<file path="src/rtl/screg_bank.sv">
// screg_bank: 32-bit register bank on the split register bus with WR/W1S/W1C/FIXED bit
// attributes, hardware-set status bits, registered reads and optional TMR with a scrubber.
module screg_bank #(
    parameter int unsigned               NUM_REGS       = 8,
    parameter logic [31:0]               BASE_ADDR      = 32'h0,
    parameter logic [31:0]               DEC_MASK       = 32'hFFFF_FF00,
    parameter logic [NUM_REGS-1:0][31:0] REG_INIT       = '0,
    parameter logic [NUM_REGS-1:0][31:0] REG_WR         = '0,
    parameter logic [NUM_REGS-1:0][31:0] REG_W1S        = '0,
    parameter logic [NUM_REGS-1:0][31:0] REG_W1C        = '0,
    parameter int unsigned               TMR            = 0,
    parameter int unsigned               SCRUB_INTERVAL = 1024
) (
    input  logic                     CLK,
    input  logic                     XRST,
    input  logic [31:0]              WADR,
    input  logic [3:0]               WENB,
    input  logic [31:0]              WDAT,
    output logic                     WWAT,
    output logic                     WERR,
    input  logic [31:0]              RADR,
    input  logic                     RENB,
    output logic [31:0]              RDAT,
    output logic                     RWAT,
    output logic                     RERR,
    input  logic [NUM_REGS*32-1:0]   HW_SET,
    output logic [NUM_REGS*32-1:0]   REG_Q,
    output logic                     SEU_DET,
    output logic [15:0]              SEU_CNT
);
    localparam int unsigned IDX_W = (NUM_REGS > 1) ? $clog2(NUM_REGS) : 1;
    localparam int unsigned LANES = (TMR != 0) ? 3 : 1;

    function automatic logic addr_hit(input logic [31:0] adr);
        logic [31:0] off;
        off = adr - BASE_ADDR;
        return ((adr & DEC_MASK) == (BASE_ADDR & DEC_MASK)) && ((off >> 2) < 32'(NUM_REGS));
    endfunction

    function automatic logic [IDX_W-1:0] addr_idx(input logic [31:0] adr);
        logic [31:0] off;
        off = adr - BASE_ADDR;
        return IDX_W'(off >> 2);
    endfunction

    logic                wr_req;
    logic                wr_hit;
    logic                rd_hit;
    logic [IDX_W-1:0]    wr_idx;
    logic [IDX_W-1:0]    rd_idx;
    logic [31:0]         be_mask;
    logic [31:0]         lane_q  [LANES][NUM_REGS];
    logic [31:0]         voted   [NUM_REGS];
    logic [31:0]         reg_nxt [NUM_REGS];
    logic [NUM_REGS-1:0] reg_load;
    logic [NUM_REGS-1:0] scan_load;
    logic [31:0]         rdat_q;
    logic                werr_q;
    logic                rerr_q;

    assign wr_req  = |WENB;
    assign wr_hit  = wr_req && addr_hit(WADR);
    assign wr_idx  = addr_idx(WADR);
    assign rd_hit  = addr_hit(RADR);
    assign rd_idx  = addr_idx(RADR);
    assign be_mask = {{8{WENB[3]}}, {8{WENB[2]}}, {8{WENB[1]}}, {8{WENB[0]}}};

    // With a single lane all three vote inputs are lane 0, so the vote is a pass-through.
    always_comb begin
        for (int r = 0; r < NUM_REGS; r++) begin
            voted[r] = (lane_q[0][r] & lane_q[LANES/2][r]) |
                       (lane_q[0][r] & lane_q[LANES-1][r]) |
                       (lane_q[LANES/2][r] & lane_q[LANES-1][r]);
            REG_Q[r*32 +: 32] = voted[r];
        end
    end

    always_comb begin
        for (int r = 0; r < NUM_REGS; r++) begin
            reg_nxt[r]  = voted[r];
            reg_load[r] = 1'b0;
            if (wr_hit && (wr_idx == IDX_W'(r))) begin
                reg_nxt[r]  = (reg_nxt[r] & ~(be_mask & REG_WR[r])) |
                              (WDAT & be_mask & REG_WR[r]);
                reg_nxt[r]  = reg_nxt[r] | (WDAT & be_mask & REG_W1S[r]);
                reg_nxt[r]  = reg_nxt[r] & ~(WDAT & be_mask & REG_W1C[r]);
                reg_load[r] = 1'b1;
            end
            // Hardware set is applied last so it wins over a same-cycle W1C clear.
            reg_nxt[r]  = reg_nxt[r] | (HW_SET[r*32 +: 32] & REG_W1C[r]);
            reg_nxt[r]  = (reg_nxt[r] & (REG_WR[r] | REG_W1S[r] | REG_W1C[r])) |
                          (REG_INIT[r] & ~(REG_WR[r] | REG_W1S[r] | REG_W1C[r]));
            reg_load[r] = reg_load[r] | (|(HW_SET[r*32 +: 32] & REG_W1C[r])) | scan_load[r];
        end
    end

    always_ff @(posedge CLK) begin
        for (int l = 0; l < LANES; l++) begin
            for (int r = 0; r < NUM_REGS; r++) begin
                if (!XRST) begin
                    lane_q[l][r] <= REG_INIT[r];
                end else if (reg_load[r]) begin
                    lane_q[l][r] <= reg_nxt[r];
                end
            end
        end
    end

    always_ff @(posedge CLK) begin
        if (!XRST) begin
            rdat_q <= '0;
            rerr_q <= 1'b0;
            werr_q <= 1'b0;
        end else begin
            rdat_q <= (RENB && rd_hit) ? voted[rd_idx] : '0;
            rerr_q <= RENB && !rd_hit;
            werr_q <= wr_req && !wr_hit;
        end
    end

    assign RDAT = rdat_q;
    assign RERR = rerr_q;
    assign WERR = werr_q;
    assign WWAT = 1'b0;
    assign RWAT = 1'b0;

    if (TMR != 0) begin : g_scrub
        typedef enum logic [0:0] {StIdle, StScan} state_e;

        state_e           state_q, state_d;
        logic [31:0]      cnt_q, cnt_d;
        logic [IDX_W-1:0] idx_q, idx_d;
        logic             mismatch;
        logic             seu_det_q;
        logic [15:0]      seu_cnt_q;

        always_comb begin
            state_d   = state_q;
            cnt_d     = cnt_q;
            idx_d     = idx_q;
            scan_load = '0;
            mismatch  = 1'b0;
            unique case (state_q)
                StIdle: begin
                    if (cnt_q == '0) begin
                        state_d = StScan;
                        idx_d   = '0;
                    end else begin
                        cnt_d = cnt_q - 32'd1;
                    end
                end
                StScan: begin
                    // Reloading the voted value is harmless when the lanes already agree.
                    scan_load[idx_q] = 1'b1;
                    mismatch = (lane_q[0][idx_q] != lane_q[1][idx_q]) ||
                               (lane_q[1][idx_q] != lane_q[2][idx_q]);
                    idx_d    = idx_q + 1'b1;
                    if (idx_q == IDX_W'(NUM_REGS - 1)) begin
                        state_d = StIdle;
                        cnt_d   = 32'(SCRUB_INTERVAL - 1);
                    end
                end
            endcase
        end

        always_ff @(posedge CLK) begin
            if (!XRST) begin
                state_q   <= StIdle;
                cnt_q     <= 32'(SCRUB_INTERVAL - 1);
                idx_q     <= '0;
                seu_det_q <= 1'b0;
            end else begin
                state_q   <= state_d;
                cnt_q     <= cnt_d;
                idx_q     <= idx_d;
                seu_det_q <= mismatch;
            end
        end

        always_ff @(posedge CLK) begin
            if (!XRST) begin
                seu_cnt_q <= '0;
            end else if (mismatch && (seu_cnt_q != 16'hFFFF)) begin
                seu_cnt_q <= seu_cnt_q + 16'd1;
            end
        end

        assign SEU_DET = seu_det_q;
        assign SEU_CNT = seu_cnt_q;
    end else begin : g_no_scrub
        assign scan_load = '0;
        assign SEU_DET   = 1'b0;
        assign SEU_CNT   = '0;
    end

endmodule

</file>
<file path="config.mk">
export PLATFORM = sky130hd
export DESIGN_NAME = screg_bank
export DESIGN_NICKNAME = d
export VERILOG_FILES = /design/src/rtl/screg_bank.sv
export SDC_FILE = /design/constraint.sdc
export NUM_CORES = 1
export LEC_CHECK = 0
export BUFFER_PORTS_ARGS = -buffer_cell sky130_fd_sc_hd__buf_2
export CORE_AREA = 2 2 258 260
export DETAILED_ROUTE_END_ITERATION = 8
export DIE_AREA = 0 0 260 262
export HOLD_SLACK_MARGIN = 0.08
export PLACE_DENSITY = 0.34
export SYNTH_ARGS = -nofsm -noshare
export SYNTH_HDL_FRONTEND = slang
export SYNTH_SLANG_ARGS = --single-unit
</file>
<file path="constraint.sdc">
create_clock -name CLK -period 0.8 [get_ports CLK]
set_input_delay 0.08 -clock CLK [delete_from_list [all_inputs] [get_ports CLK]]
set_output_delay 0.08 -clock CLK [all_outputs]
set_load 0.05 [all_outputs]
</file>
; Yosys cells after proc, flatten, opt, wreduce, memory -nomap -nowiden
; Cells that the tools add are included.
[totals]
regBits = 34
inputBits = 359
output_inout_bits = 309
wordCells = 46
[op_classes]
order_cmp = 3
n_mux = 3
n_bitwise = 25
n_reduce_logical = 12
[ops]
columns = op, n
row1 = $or A32 B32 Y32, 16
row2 = $and A32 B32 Y32 const AB, 8
row3 = $bmux W32 S3, 1
row4 = $logic_not A32 Y1, 2
row5 = $mux W32, 2
row6 = $lt A30 B4 Y1 const B, 2
row7 = $logic_and A1 B1 Y1, 6
row8 = $ge A4 B4 Y1 const B, 1
row9 = $not A3 Y4, 1
row10 = $reduce_or A4 Y1, 1
row11 = $logic_not A1 Y1, 2
row12 = $reduce_and A2 Y1, 1

; Longest topological paths before layout
[depth]
ltp_word = 6
mapped_depth = 3

; Worst setup path before layout
; No wires, ideal clock.
[synth_timing]
kind = input -> register
from = input port RADR[12]
to = register rerr_q, in the netlist RERR
setup_time_ns = 0.116
arrival_ns = 0.649
required_time_ns = 0.684
slack_ns = 0.035
stages = 3
path_buffers = 0
cell_sequence = nor4_1 > nand4_1 > o211a_1
[synth_between]
elab_chain_cells = 4
[synth_lines]
columns = element, line_no
row1 = start: declaration, 21  ; input logic [31:0] RADR,
row2 = $lt A30 B4 Y1 or $logic_not A32 Y1 (tied branches), 37  ; return ((adr & DEC_MASK) == (BASE_ADDR & DEC_MASK)) && ((off >> 2) < 32'(NUM_REGS));
row3 = $logic_and A1 B1 Y1 (*), 37
row4 = $logic_not A1 Y1 (*), 116  ; rerr_q <= RENB && !rd_hit;
row5 = $logic_and A1 B1 Y1 (*), 116
row6 = end signal: assignment, 116
row7 = end: declaration, 59  ; logic rerr_q;
; Every way passes the cells marked *; elsewhere a longest branch is shown, timed or not.
; A chain may end at the register's enable or synchronous reset.

; Worst setup path after layout
[layout_timing]
from = register werr_q, in the netlist WERR
to = output port WERR
[layout_lines]
columns = element, line_no
row1 = start: declaration, 58  ; logic werr_q;
row2 = start signal: assignment, 117  ; werr_q <= wr_req && !wr_hit;
row3 = end: declaration, 20  ; output logic WERR,
; No word-level cell between the ends.

==> qor.yml <==
sta:
  max_clock_freq_mhz: 1270
  setup_viol: 0
  finalCritPeriodShare_pct: 98.2
  rsz0062_at_grt: "true"
  drv_slew: 0
  fin_crit_ns: 0.786
  whs_ns: 0.101
  finalHoldViolCount: 0
  tns_ns: 0
worst_hold_path:
  hold_start: "RENB"
  hold_class: "input port to register"
logic_synthesis:
  yosys_warnings: 0
  yosysSeqAreaShare_pct: 1.61
  ys_ff_latch: 2
  synth.distinct_cells: 12
  synthCells: 330
  syn_avg_cell_area_um2: 7.54
  syn-cell-area_um2: 2490
floorplanning:
  design.die.area_um2: 68100
  coreArea_um2: 65300
  start_util_pct: 3.81
  die_x_um: 260
  die_h_um: 262
  io-pin-count: 668
  fp-row-count: 94
drt:
  dr_wl_met3_mm: 1.13
  drt_iter0_markers: 15
  vias: 1409
  drt-met1-wl_um: 965
  ant_nets: 0
  drt-total-wl_mm: 5.66
  wire_per_inst_um: 4.49
  drc: 0
  avgViaCountPerCell: 1.12
  dr.pass1.iters: 2
  routed.top_layer: "met4"
  dr_wl_met2_mm: 3.46
placed_design:
  portBuffers: 62
  place_hpwl_mm: 5.40
  gp_congestion: 0.643
  dpl.cell_count: 1256
grt:
  grtUsageTotal_pct: 1.22
  grt_max_degree: 3
  overflow: 0
  grt_pass1_wl_mm: 5.13
  grt_pass1_vias: 759
  antenna_found_initial: 7
worst_setup_path:
  max_stage_delay_ns: 0.33
  worst_setup_path_end_kind: "primary output"
  required_ns: 0.72
  cp-start-kind: "register"
  crit_path_start: "WERR"
  crit_type: "register to primary output"
  critPathBufInv: 1
  worstPathMaxFanout: 1
  crit_arrival_ns: 0.71
  cp_top_family: "flip-flops"
  crit_chain: "buf_12"
  crit_path_top_delay_cell: "dfxtp_2"
clocking:
  cts_buffers: 3
  clockBufferDepth: 2
  cts_root_buf: "clkbuf_16"
  h-tree-depth: 1
  cts_hold_buf: 0
  post-cts-setup-buffers: 0
  cts.sinks: 2
  cts_tree: "yes"
  clk_pin_slew_ns: 0.03
final_layout:
  drive_gt1_share_pct: 18.7
  layout.cells.non_filler: 1260
  nets: 756
  area_growth_pct: 16.1
  layout_commonest_cell: "conb_1"
  fillers: 7742
  final_cell_mix: "conb_1 (307), buf_2 (58), nor4_2 (6)"
  postLayoutCoreUtil_pct: 4.43
power:
  p_leak_uw: 0.00134
  power_uw: 4280
  power_density_nw_per_um2: 1480
  max-vdd-ir-drop_mv: 0.459
run:
  cap_violations: 0
run_status:
  status: "completed"
sequential cells by signal (all words and copies together), names as in the netlist:
signal and count:
WERR 1, RERR 1
routing by layer:
metal	GRT usage, %	vias to the layer above
li1	-	546
met1	0.575	557
met2	3.26	294
met3	0.0579	12
met4	0.798	0
met5	0	-
worst paths after layout:
path                   end  depth (start not counted)
worst min-delay path  RERR                          2
worst max-delay path  WERR                          1
layout make-up:
type                    count  area [um2]  share of cell area (%)
diodes                      1        2.50                  0.0866
clock buffers               3        75.1                    2.60
multi-input cells         327        1340                    46.3
flip-flops and latches      2        41.3                    1.43
well taps                 864        1080                    37.4
repair buffers             63         352                    12.2
power breakdown:
| part | switching (uW) | total, uW | internal, uW |
|---|---|---|---|
| Clock | 112 | 748 | 636 |
| Combinational | 3280 | 3430 | 146 |
| Sequential | 4.08 | 111 | 107 |
Yosys cell counts (all sizes together):
| library cell | instances | area share, % |
|---|---|---|
| buf | 307 | 93 |
| nor4 | 12 | 3.3 |
| dfxtp | 2 | 1.6 |
| nor3 | 2 | 0.40 |
| a41oi | 1 | 0.35 |
| and4 | 1 | 0.35 |
| conb | 1 | 0.15 |
| nand3 | 1 | 0.20 |
| nand4 | 1 | 0.25 |
| o211a | 1 | 0.40 |
| o41ai | 1 | 0.35 |
kinds of logic (layout without fill, tap and decap cells):
family	Yosys count	count (layout)	share of synthesized area, %
flip-flops	2	2	1.61
AND/OR/NAND/NOR	17	17	4.48
buffers and inverters	307	66	92.7
AO/OA/AOI/OAI	3	3	1.11
other	1	308	0.151
timing repair:
action / CTS / global route
setup endpoints to repair: 4 / 2
pin swaps: 2 / 3
resized for setup: 7 / 5
through the flow:
stage	setup slack [ns]	instance area [um2]
2_1_floorplan	0.0346	3640
3_3_place_gp	-0.299	2750
3_5_place_dp	-0.255	2750
4_1_cts	0.00341	2860
5_1_grt	-0.0179	2890
6_report	0.0140	2890
No activity file was read; power rests on OpenSTA's default activity.
